`config.mk`:
```
export PLATFORM = sky130hd
export DESIGN_NAME = bias_ram_loader
export DESIGN_NICKNAME = d
export VERILOG_FILES = /design/src/rtl/kws_pkg.sv /design/src/rtl/bias_dp_ram.sv /design/src/rtl/bias_ram_loader.sv
export SDC_FILE = /design/constraint.sdc
export NUM_CORES = 2
export LEC_CHECK = 0
export CORE_MARGIN = 5
export CORE_UTILIZATION = 30
export DETAILED_ROUTE_END_ITERATION = 7
export HOLD_SLACK_MARGIN = 0.03
export PLACE_DENSITY_LB_ADDON = 0.25
export SLEW_MARGIN = 0
export SYNTH_ARGS = -nofsm -noshare
export SYNTH_HDL_FRONTEND = slang
export SYNTH_HIERARCHICAL = 1
export SYNTH_SLANG_ARGS = --single-unit
```
`constraint.sdc`:
```
create_clock -name clk -period 7.52 [get_ports clk]
set_input_delay 1.504 -clock clk [delete_from_list [all_inputs] [get_ports clk]]
set_output_delay 1.504 -clock clk [all_outputs]
set_load 0.02 [all_outputs]
```
`src/rtl/kws_pkg.sv`:
```
// kws_pkg: shared types and sizes for the keyword-spotting layer engine.
package kws_pkg;
   typedef logic signed [15:0] q8_8_t;
   localparam int L0_NEURONS = 256;
   typedef enum logic [2:0] {IDLE, HI, LO, CHK, DONE} ldr_state_t;
endpackage

```
`src/rtl/bias_dp_ram.sv`:
```
// bias_dp_ram: one write port, one registered read-first read port, contents never reset.
module bias_dp_ram #(
   parameter int DEPTH = 256,
   parameter int AW = 8,
   parameter int DW = 16
) (
   input  logic          clk,
   input  logic          we,
   input  logic [AW-1:0] waddr,
   input  logic [DW-1:0] wdata,
   input  logic [AW-1:0] raddr,
   output logic [DW-1:0] rdata
);
   logic [DW-1:0] mem [DEPTH];
   always_ff @(posedge clk) begin
      if (we) mem[waddr] <= wdata;
      rdata <= mem[raddr];
   end
endmodule

```
`src/rtl/bias_ram_loader.sv`:
```
// bias_ram_loader: byte-stream loader of Q8.8 biases into a 256x16 RAM with a registered read port.
// Optional trailer checksum when BIAS_LOADER_CHECKSUM_EN is defined.
module bias_ram_loader
   import kws_pkg::*;
#(
   parameter int DEPTH = L0_NEURONS,
   parameter int AW = $clog2(DEPTH),
   parameter int DW = 16
) (
   input  logic                 clk,
   input  logic                 rst_n,
   input  logic                 start,
   input  logic                 s_valid,
   output logic                 s_ready,
   input  logic [7:0]           s_data,
   input  logic [AW-1:0]        rd_addr,
   output logic signed [DW-1:0] rd_data,
   output logic                 busy,
   output logic                 done,
   output logic                 err,
   output logic [AW:0]          word_cnt
);
`ifdef BIAS_LOADER_CHECKSUM_EN
   localparam ldr_state_t AFTER_LAST = CHK;
`else
   localparam ldr_state_t AFTER_LAST = DONE;
`endif
   ldr_state_t state, nxt;
   logic [7:0] hi_byte;
   logic [DW-1:0] ram_q;
   logic rd_ok;
   logic accept, last, restart;
   assign accept = s_valid & s_ready;
   assign last = word_cnt == (AW+1)'(DEPTH-1);
   assign restart = start & (state == IDLE || state == DONE);
   always_ff @(posedge clk or negedge rst_n) begin
      if (!rst_n) begin
         state <= IDLE;
         s_ready <= 1'b0;
      end else begin
         state <= nxt;
         s_ready <= nxt inside {HI, LO, CHK};
      end
   end
   always_comb begin
      nxt = state;
      case (state)
         IDLE, DONE: nxt = start ? HI : state;
         HI:         nxt = accept ? LO : HI;
         LO:         nxt = accept ? (last ? AFTER_LAST : HI) : LO;
         CHK:        nxt = accept ? DONE : CHK;
         default:    nxt = IDLE;
      endcase
   end
   always_comb begin
      busy = state inside {HI, LO, CHK};
      done = state == DONE;
   end
   always_ff @(posedge clk or negedge rst_n) begin
      if (!rst_n) begin
         word_cnt <= '0;
         hi_byte <= '0;
         rd_ok <= 1'b0;
      end else begin
         rd_ok <= 1'b1;
         if (restart) word_cnt <= '0;
         if (accept && state == HI) hi_byte <= s_data;
         if (accept && state == LO) word_cnt <= word_cnt + (AW+1)'(1);
      end
   end
`ifdef BIAS_LOADER_CHECKSUM_EN
   logic [7:0] sum;
   logic err_q;
   always_ff @(posedge clk or negedge rst_n) begin
      if (!rst_n) begin
         sum <= '0;
         err_q <= 1'b0;
      end else begin
         if (restart) begin
            sum <= '0;
            err_q <= 1'b0;
         end
         if (accept && state != CHK) sum <= sum + s_data;
         if (accept && state == CHK) err_q <= (sum + s_data) != 8'd0;
      end
   end
   assign err = err_q;
`else
   assign err = 1'b0;
`endif
   bias_dp_ram #(.DEPTH(DEPTH), .AW(AW), .DW(DW)) u_ram (
      .clk   (clk),
      .we    (accept && state == LO),
      .waddr (word_cnt[AW-1:0]),
      .wdata ({hi_byte, s_data}),
      .raddr (rd_addr),
      .rdata (ram_q)
   );
   // RAM output register has no reset, so hold rd_data at zero until it has been clocked once
   assign rd_data = rd_ok ? ram_q : '0;
endmodule

```
Word-level counts from Yosys, hierarchy flattened
Memories as Yosys holds them, arrays and structs flattened. A register that Yosys moved wholly into a read port is not among the register bits.
Cells that the tools add are included.
- add/sub/neg operators: 1
- equality and inequality tests: 8
- mux-type cells: 11
- bitwise gates (word level): 2
- reductions and logical operators: 8
- operators with widths (operator ; count):
    9-bit 2-to-1 mux ; 2
    16-bit 2-to-1 mux ; 1
    3-bit by 2-bit equality test with 1-bit output, second input constant ; 4
    3-bit 2-to-1 mux ; 4
    3-bit case mux with 4 select lines ; 1
    9-bit by 1-bit adder with 9-bit output, second input constant ; 1
    9-bit by 8-bit equality test with 1-bit output, second input constant ; 1
    3-bit by 1-bit equality test with 1-bit output, second input constant ; 2
    3-bit nonzero test ; 2
    3-bit equality test, second input constant ; 1
    3-bit logical NOT ; 1
    1-bit bitwise AND ; 2
    1-bit logical AND ; 2
    1-bit 2-to-1 mux ; 2
    2-bit 2-to-1 mux ; 1
    2-bit nonzero test ; 1
    2-bit OR reduction ; 1
    1-bit logical OR ; 1
- register bits: 22
- RAM bits: 4096
- input port bits: 20
- logic and storage cells: 36
- memories kept: 1
- memories (name ; depth ; width ; rd ports ; clocked after Yosys merged registers in ; write ports ; RTL line ; text):
    u_ram.mem ; 256 ; 16 ; 1 ; 1 ; 1 ; bias_dp_ram.sv:14 ; logic [DW-1:0] mem [DEPTH];

Logic depth before layout (Yosys ltp)
- depth in word-level cells: 6
- gate-level depth with buffers: 12

Cells and area by module
The synthesis kept the hierarchy.
- modules (own cells, without submodules) (module ; instances ; cells an instance ; area each (sq um)):
    bias_dp_ram ; 1 ; 7360 ; 158714.7
    bias_ram_loader ; 1 ; 114 ; 1213.7

Worst setup path after synthesis
No wires, ideal clock.
- kind: input -> register
- start: input s_valid
- end: memory u_ram.mem[234][0], enable pin
- setup time: 0.389 ns
- arrival time: 3.613 ns
- required time: 7.131 ns
- path slack: 3.519 ns
- cell stages on the path: 8
- buffers on the path: 3
- path through: and3b_1 > nand2_1 > inv_2 > clkbuf_1 > clkbuf_1 > nand3_1 > clkbuf_1 > nor2_1
- longest elaborated chain between the ends: 4
- ends and longest elaborated chain (what ; RTL line ; text):
    from (decl) ; bias_ram_loader.sv:13 ; input logic s_valid,
    1-bit bitwise AND ; bias_ram_loader.sv:33 ; assign accept = s_valid & s_ready;
    1-bit logical AND ; bias_ram_loader.sv:93 ; .we (accept && state == LO),
    1-bit 2-to-1 mux ; bias_dp_ram.sv:16 ; if (we) mem[waddr] <= wdata;
    1-bit 2-to-1 mux (not written as such) ; bias_dp_ram.sv:16 ;
    to (decl) ; bias_dp_ram.sv:14 ;
Every way passes these cells.

==> summary.txt <==
Setup path
  • Crit path launch type: primary input
  • Critical R2R Launch: word_cnt[0]$_DFFE_PN0P_
  • Critical path cell sequence: clkdlybuf4s50_1 > nand4b_1 > nor2_1 > o21ai_0 > and4_1 > nand4_1 > nor4_1
  • Critical R2R Capture: u_ram/mem[111][9]$_DFFE_PP_
  • CP peak stage delay: ~1200 ps
  • Critical setup path kind: in2reg
  • R2R depth: 5
  • Flop2flop setup slack: 3380 ps
  • Slowest CP cell: clkdlybuf4s50_1
  • CP arrival: 5970 ps
  • Crit path required time: roughly 8300 ps
  • Worst Setup End Kind: register
  • Crit path max fanout: 11

Power
  • P_leak: between 50 and 60 nW
  • Peak VDD IR: roughly 0.25 mV
  • Power Density: 287.4 nW/um^2

CTS
  • # hold bufs at CTS: 0
  • Clock Sinks: 4134
  • CTS Buf Count: around 430
  • Max H-tree Level: 5
  • Clock-pin slew on the worst setup and hold paths: 60 ps
  • Post-CTS setup repair buffer count: 0
  • Clock Root Buffer: clkbuf_16
  • CTS tree: yes
  • CTS Buffer Depth: 4
  • # resized after CTS: 0
  • Skew-Pair Late Insertion Delay: 1000 ps

Global route
  • First-pass GRT wire length: 638300 um
  • Initial antenna violation count: 19
  • Total congestion overflow: 0
  • Gr usage total: about 16%
  • Vias in the first global route: between 70000 and 80000
  • Largest net degree at the start of global routing: ~170

STA
  • Final-report setup violation count: 0
  • Fmax: approximately 190 MHz
  • Min Tclk post-route: 5153 ps
  • Worst slew pin tran: 1425 ps
  • Clk_skew: around 47 ps
  • Final hold viol count: 0
  • RSZ-0062 raised after global routing: false
  • Final TNS setup: 0 ps
  • Period utilization: 68.52%
  • Slew Limit Fails: 0
  • Relative slew slack: under 10%

Die
  • Io pins: between 40 and 50
  • DIE HEIGHT: 740.1 um
  • Die area: 547800 um^2
  • Die Wd: roughly 740 um
  • Core area: about 530000 um^2
  • Cell Rows: around 270
  • Initial core utilization: 30.05%

Placed design
  • Placed Instance Area: between 150000 and 200000 um^2
  • Hpwl dp: 276500 um
  • GP Congestion: approximately 0.83
  • Port Buffers: 47
  • Placed cell count: about 14000

Yosys
  • Post-synth ARST share: 0.5322%
  • Post-synth EDFFs: 4096
  • Most frequent cell after synthesis: edfxtp_1
  • Synth top area cells: edfxtp_1 77%, mux4_2 11%, mux2i_1 3.6%
  • Main synth FF type: edfxtp_1
  • Post-Syn Instances: ~7500
  • Distinct cells, synth: 66
  • Number of synthesized register bits: 4134
  • Synth cell count leaders: 4096 x edfxtp_1, 797 x mux4_2, 569 x mux2i_1, 307 x nor2_1, 252 x o221ai_1
  • Synth Cell Area: about 160000 um^2
  • Register area share after synthesis: between 70% and 80%
  • Ys Warns: 6
  • Avg Inst Size Synth: 21.40 um^2
  • Synth top area share: around three quarters
  • Syn nets: 7496
  • Yosys top cell by area: edfxtp_1

Cells and area
  • Final layout net count: 7869
  • Layout cell share with drive strength beyond 1: about a quarter
  • Fill count: around 50000
  • Design area: 183900 um^2
  • Multi-input logic area: 33720 um^2
  • Finished Layout Cells: about 15000
  • Area Overhead vs Synth: 15.01%
  • Seq. cell area: about 120000 um^2

Detailed routing
  • Wl on met1: a little under 200000 um
  • DR vias/cell: between 5 and 6
  • Vias: 78990
  • Initial DRT Pass Iterations: 6
  • DR iter-0 viols: about 8300
  • Top sig layer: met5
  • Metal3 WL: around 29000 um
  • Routed length per instance: 29.93 um
  • Routed Antenna Nets: 0
  • Post-route DRC violation count: 0
  • Wire length after detailed routing: around 460000 um
  • Met2 routed WL: 218400 um

Min path
  • Hold Crit Class: reg2reg
  • Hold Path End: state[1]$_DFF_PN0_
  • WHS Path Cells: 1
  • Hold path startpoint: state[2]$_DFF_PN0_

Outcome
  • Status: completed

Flow run
  • Max-cap violations: 0
-- final cells by class --
class / count / share of cell area [%]
multi-input combinational: 2875 / 18.33
timing repair buffer: 399 / 1.943
inverter: 8 / 0.02313
sequential: 4134 / 67.36
clock inverter: 274 / 1.444
tap: 7020 / 4.775
clock buffer: 521 / 6.109
antenna: 9 / 0.01224
-- where the power goes --
part / total [mW] / internal (mW) / switching (mW)
clock network: 21.1 / 12.1 / 8.93
registers: 27.6 / 27.2 / 0.487
logic: 4.15 / 0.928 / 3.22
-- per-layer routing --
layer | vias to the layer above | track usage (%)
met5 | - | 0
met4 | 6 | 4.169
met3 | 588 | 2.429
met2 | 2632 | 26.43
met1 | 43270 | 22.63
li1 | 32490 | -
-- flip-flops by register name, indices dropped and copies added (netlist names) --
signal,count
u_ram/rdata,16
hi_byte,8
u_ram/mem,4096
rd_ok,1
s_ready,1
word_cnt,9
state,3
-- kinds of logic after synthesis --
family / Yosys count / synth area share, %
muxes: 1462 / 15.48
buffers and inverters: 465 / 1.713
xor gates and xnor gates: 1 / 0.005477
DFF: 4134 / 77.45
other: 2 / 0.004696
AOI/OAI and AO/OA: 801 / 3.574
adders and majority gates: 2 / 0.01564
and+or+nand+nor: 607 / 1.755
-- cells in the final DEF (no fill, tap or decap), types with 101 or more instances in the layout --
| cell type | instances |
|---|---|
| a21oi_1 | 176 |
| buf_4 | 321 |
| clkbuf_16 | 433 |
| clkinv_1 | 101 |
| edfxtp_1 | 4096 |
| mux2i_1 | 569 |
| mux4_2 | 797 |
| nor2_1 | 197 |
| nor2_2 | 109 |
| o221ai_1 | 252 |
| o22ai_1 | 148 |
-- through the flow --
stage	util [%]	hold WS [ps]	total power, mW	setup WS, ps
final	34.56	555.5	52.86	2367
after global routing	34.56	589.8	54.55	2440
after CTS	34.56	528.6	53.45	2546
after detailed placement	31.95	553.8	32.36	1467
after global placement	31.95	525.9	32.18	1482
after floorplan	-	485.7	30.21	3519
-- critical path: cells and delay by family --
kind	cells	cell delay (ps)
simple gates	5	2800
compound gates	1	430
buf+inv	1	1180
-- worst max-delay path by stage --
stage | slack, ps | from | endpoint | depth (start not counted)
after global routing | 2440 | rd_addr[0] | u_ram/rdata[7]$_DFF_P_ | 10
after floorplan | 3520 | s_valid | u_ram/mem[234][0]$_DFFE_PP_ | 8
final | 2370 | rd_addr[5] | u_ram/rdata[1]$_DFF_P_ | 7
after global placement | 1480 | rd_addr[5] | u_ram/rdata[1]$_DFF_P_ | 7
after CTS | 2550 | rd_addr[1] | u_ram/rdata[7]$_DFF_P_ | 10
after detailed placement | 1470 | rd_addr[1] | u_ram/rdata[7]$_DFF_P_ | 10
No activity file was read; power rests on OpenSTA's default activity.
